## config.mk

```make
export PLATFORM = sky130hd
export DESIGN_NAME = add_arbiter
export DESIGN_NICKNAME = d
export VERILOG_FILES = /design/src/rtl/add_arbiter.sv
export SDC_FILE = /design/constraint.sdc
export NUM_CORES = 1
export LEC_CHECK = 0
export CAP_MARGIN = 20
export CELL_PAD_IN_SITES_DETAIL_PLACEMENT = 0
export CELL_PAD_IN_SITES_GLOBAL_PLACEMENT = 2
export CORE_MARGIN = 10
export CORE_UTILIZATION = 30
export CTS_CLUSTER_DIAMETER = 100
export DETAILED_ROUTE_END_ITERATION = 10
export HOLD_SLACK_MARGIN = 0.15
export PLACE_DENSITY = 0.92
export SKIP_CTS_REPAIR_TIMING = 1
export SLEW_MARGIN = 10
export SYNTH_ARGS = -nofsm -noshare
export SYNTH_HDL_FRONTEND = slang
export SYNTH_SLANG_ARGS = --single-unit
```

## constraint.sdc

```tcl
create_clock -name clk -period 5 [get_ports clk]
set_input_delay 1 -clock clk [delete_from_list [all_inputs] [get_ports clk]]
set_output_delay 1 -clock clk [all_outputs]
set_load 0.05 [all_outputs]
```

## src/rtl/add_arbiter.sv

```systemverilog
// Round-robin arbiter sharing one registered adder among NUM_REQ requesters.
// Three-phase transaction: grant/capture, add, hold result until consumed.
module add_arbiter #(
  parameter int NUM_REQ = 4,
  parameter int WIDTH   = 4,
  localparam int IDW    = $clog2(NUM_REQ)
) (
  input  logic                     clk,
  input  logic                     rst_n,
  input  logic [NUM_REQ-1:0]       req_valid,
  input  logic [NUM_REQ*WIDTH-1:0] req_a,
  input  logic [NUM_REQ*WIDTH-1:0] req_b,
  output logic [NUM_REQ-1:0]       req_ready,
  output logic                     rsp_valid,
  input  logic                     rsp_ready,
  output logic [WIDTH:0]           rsp_sum,
  output logic [IDW-1:0]           rsp_id,
  output logic                     busy
);

  typedef enum logic [1:0] {IDLE, CALC, RESP} state_t;

  state_t               r_state;
  state_t               w_next;
  logic [IDW-1:0]       r_rr_ptr;
  logic [WIDTH-1:0]     r_a;
  logic [WIDTH-1:0]     r_b;
  logic [IDW-1:0]       r_id;
  logic [WIDTH:0]       r_sum;

  logic [NUM_REQ-1:0]   w_grant;
  logic [IDW-1:0]       w_win;
  logic                 w_found;
  logic [IDW-1:0]       w_next_ptr;

  // Scan starts at the pointer and wraps; the first valid requester wins.
  always_comb begin
    logic [IDW-1:0] v_idx;
    w_grant = '0;
    w_win   = '0;
    w_found = 1'b0;
    v_idx   = '0;
    for (int unsigned k = 0; k < NUM_REQ; k++) begin
      v_idx = IDW'((32'(r_rr_ptr) + k) % NUM_REQ);
      if (!w_found && req_valid[v_idx]) begin
        w_found        = 1'b1;
        w_win          = v_idx;
        w_grant[v_idx] = 1'b1;
      end
    end
  end

  assign w_next_ptr = (w_win == IDW'(NUM_REQ - 1)) ? '0 : w_win + 1'b1;

  always_ff @(posedge clk) begin
    if (!rst_n) r_state <= IDLE;
    else        r_state <= w_next;
  end

  always_comb begin
    w_next = r_state;
    unique case (r_state)
      IDLE:    if (w_found)   w_next = CALC;
      CALC:                   w_next = RESP;
      RESP:    if (rsp_ready) w_next = IDLE;
      default:                w_next = IDLE;
    endcase
  end

  always_ff @(posedge clk) begin
    if (!rst_n) begin
      r_rr_ptr <= '0;
      r_a      <= '0;
      r_b      <= '0;
      r_id     <= '0;
      r_sum    <= '0;
    end else begin
      if (r_state == IDLE && w_found) begin
        r_a      <= req_a[w_win*WIDTH +: WIDTH];
        r_b      <= req_b[w_win*WIDTH +: WIDTH];
        r_id     <= w_win;
        r_rr_ptr <= w_next_ptr;
      end
      if (r_state == CALC) r_sum <= {1'b0, r_a} + {1'b0, r_b};
    end
  end

  assign req_ready = (r_state == IDLE && rst_n) ? w_grant : '0;
  assign rsp_valid = (r_state == RESP);
  assign rsp_sum   = r_sum;
  assign rsp_id    = r_id;
  assign busy      = (r_state != IDLE);

endmodule

```

==> qor.txt <==
outcome = completed
skew final = 0.00286 ns
Post-synth EDFFs = 0
Top FF cell, synth = dfxtp_1
XOR/XNOR Fraction of Synth Area = 3.14%
H-tree levels = 1
Leakage = 0.932 nW
ANT cells = 0
Syn Nets = 234
CTS Sinks = 19
main combinational cell family by area after synthesis = compound AO/OA/AOI/OAI gates
register cell area after layout = 380 um2
Clock power frac = 9.1%
Synth cell types = 47
Yosys reg bits = 19
Seq/Total Area, Yosys = 22.2%
GR Overflow Total = 0
CTS root buf = clkbuf_8
min cycle time layout = 4.25 ns
commonest non-fill, non-tap cells in the layout = clkdlybuf4s50_1 (47), mux2i_1 (20), dfxtp_1 (19)
count of final hold-check violations = 0
Placed Cells = 298
RePlAce Congestion = 0.855
Final Max Slew Viols = 0
Fin Setup TNS = 0 ns
antenna violations before repair = 0
Skew-Pair Late Insertion Delay = 0.26 ns
die width = 95.5 um
P_int = 0.644 mW
Starting Density = 31.1%
actual slew at the worst max-slew pin = 0.723 ns
post-synthesis mux area share = 15.6%
total number of yosys warnings = 0
Layout area overhead = 35.5%
crit path capture = req_ready[0]
post-synthesis simple-gate area fraction = 15.5%
relative slew slack = 51.8%
post-synth top area cell = dfxtp_1
global-route wire length before repair = 6.94 mm
Post-Synth Adder-Cell Area = 9.21%
CTS tree = done
RSZ-0062 raised after global routing = false
via count = 1468
commonest non-fill, non-tap cell in the layout = clkdlybuf4s50_1
Core ar. = 5510 um2
clk slew on worst S/H paths = 0.07 ns
CTS buffer count = 3
multi-input logic area = 1190 um2
net switching power = 0.553 mW
Worst path slowest cell = clkdlybuf4s50_1
compound-gate portion of the synthesized area = 26.0%
DR iter-0 viols = 84
fraction of registers with async set/reset = 0%
Routed WL per cell = 14.7 um
switching part of the total power = 46.2%
WP data arrival = 3.25 ns
# port buffers = 51
flop-to-flop setup slack = 1.78 ns
Mapped Avg Cell Area = 9.35 um2
final period utilization = 85.1%
net count reported at finish = 282
CP bufs+invs = 2
Cell Count, Final, Fillers Out = 302
synth top area cells = dfxtp_1 (22%), mux2i_1 (12%), ha_1 (8.0%)
Register-to-Register Path Depth = 8
crit path launch = req_valid[2]
post-route DRC violation count = 0
Seq pwr share = 19.6%
die area = 9130 um2
vias in the first global route = 1371
Post-Route WL = 4.44 mm
mapped cell area = 1710 um2
largest net degree at the start of global routing = 22
Post-DP HPWL = 3.49 mm
crit-path leading delay family = simple AND/OR/NAND/NOR gates
crit start category = input pin
Max Clock Freq = 0.235 GHz
vias per cell = 4.86
instance count on the critical path = 8
largest fanout on the critical path = 9
reg2reg start = r_rr_ptr[1]
Crit path largest cell delay = 0.66 ns
Max Cap Violations = 0
Die Y-Extent = 95.5 um
worst path cell trace = clkdlybuf4s50_1, or3b_2, a211oi_1, o21ai_0, nand2_1, a221oi_1, nor2_1, buf_12
Cell Pwr Density = 516 nW/um2
Detailed Routing Iterations Pass 1 = 4
clk buf depth = 2
Yosys top cell area share = 22.2%
total track usage = 9.28%
combinational share of power = 71.4%
fillcell total = 561
Worst setup EP type = output port
critical path class = input pin to output port
DRT antenna net count = 0
Mapped Cells = 183
fraction of layout cells with a size suffix above 1 = 13.9%
reg2reg end = r_a[3]
# setup viols final = 0
io pins = 52
Peak VDD IR = 212 uV
Hold/Removal Path Class = flip-flop to flip-flop
num rows = 27
CP required = 4.00 ns
tightest hold or removal path, cell delays in order, from the launching register on:
cell and delay (ns):
dfxtp_1 0.33, nand2_1 0.05, a21boi_0 0.06
synthesized netlist by cell type (2+ instances only):
master	instances
mux2i_1	20
mux2_2	2
xnor2_1	2
o221ai_2	7
mux4_2	2
dfxtp_1	19
nor2_1	15
nand2_1	13
nand3b_1	2
clkbuf_1	4
o21a_1	3
buf_6	2
o21ai_0	5
a21oi_1	8
ha_1	11
buf_4	3
a21o_1	3
clkbuf_8	2
nand3_1	10
a221oi_1	4
a21boi_0	2
inv_1	8
a22oi_1	5
a31oi_4	2
nor2b_1	7
sequential cells by signal, indices dropped and copies added (netlist names):
signal,flops
r_a,4
rsp_sum,5
r_b,4
r_rr_ptr,2
r_state,2
rsp_id,2
power by group through the flow:
stage	Clock, mW	Sequential [mW]	Combinational [mW]
after floorplan	0	0.282	0.666
after global placement	0	0.236	0.857
after detailed placement	0	0.237	0.857
after CTS	0.112	0.234	0.862
after global routing	0.118	0.241	0.932
final	0.108	0.234	0.854
cell type report:
| type | instances | share of cell area [%] |
|---|---|---|
| tap | 72 | 3.88 |
| clock buffer | 4 | 1.94 |
| sequential | 19 | 16.4 |
| inverter | 9 | 1.46 |
| multi-input combinational | 143 | 51.3 |
| timing repair buffer | 55 | 25.0 |
through the flow:
stage	hold WS (ns)	setup slack [ns]	total power, mW	utilization (%)	cell area, um2
floorplan	0.467	0.894	0.947	-	1710
global placement	0.459	0.783	1.09	41.3	2270
detailed placement	0.471	0.746	1.09	41.3	2270
CTS	0.484	0.738	1.21	42.1	2320
global route	0.512	0.603	1.29	42.1	2320
finish	0.486	0.746	1.20	42.1	2320
how the worst min path moves through the flow:
stage          cells past startpoint      start        end  slack (ns)
6_report                           2  rsp_id[1]  rsp_id[1]        0.49
5_1_grt                            2  rsp_id[1]  rsp_id[1]        0.51
4_1_cts                            2  rsp_id[1]  rsp_id[1]        0.48
3_5_place_dp                       2  rsp_id[1]  rsp_id[1]        0.47
3_3_place_gp                       2  rsp_id[1]  rsp_id[1]        0.46
2_1_floorplan                      2     r_b[0]     r_b[0]        0.47
layer usage:
metal	wire (um)	track usage, %
met1	2130	12.8
met2	2100	14.6
met3	161	1.57
met4	52	2.21
met5	0	0
cell families (layout without fill, tap and decap cells):
group | count (synthesis) | count (layout)
and+or+nand+nor | 54 | 54
AOI/OAI and AO/OA | 49 | 49
muxes | 24 | 24
buffers and inverters | 21 | 68
DFF | 19 | 19
adders and majority gates | 12 | 12
xor gates and xnor gates | 4 | 4
Note: power is estimated with default switching activity, not from simulation.
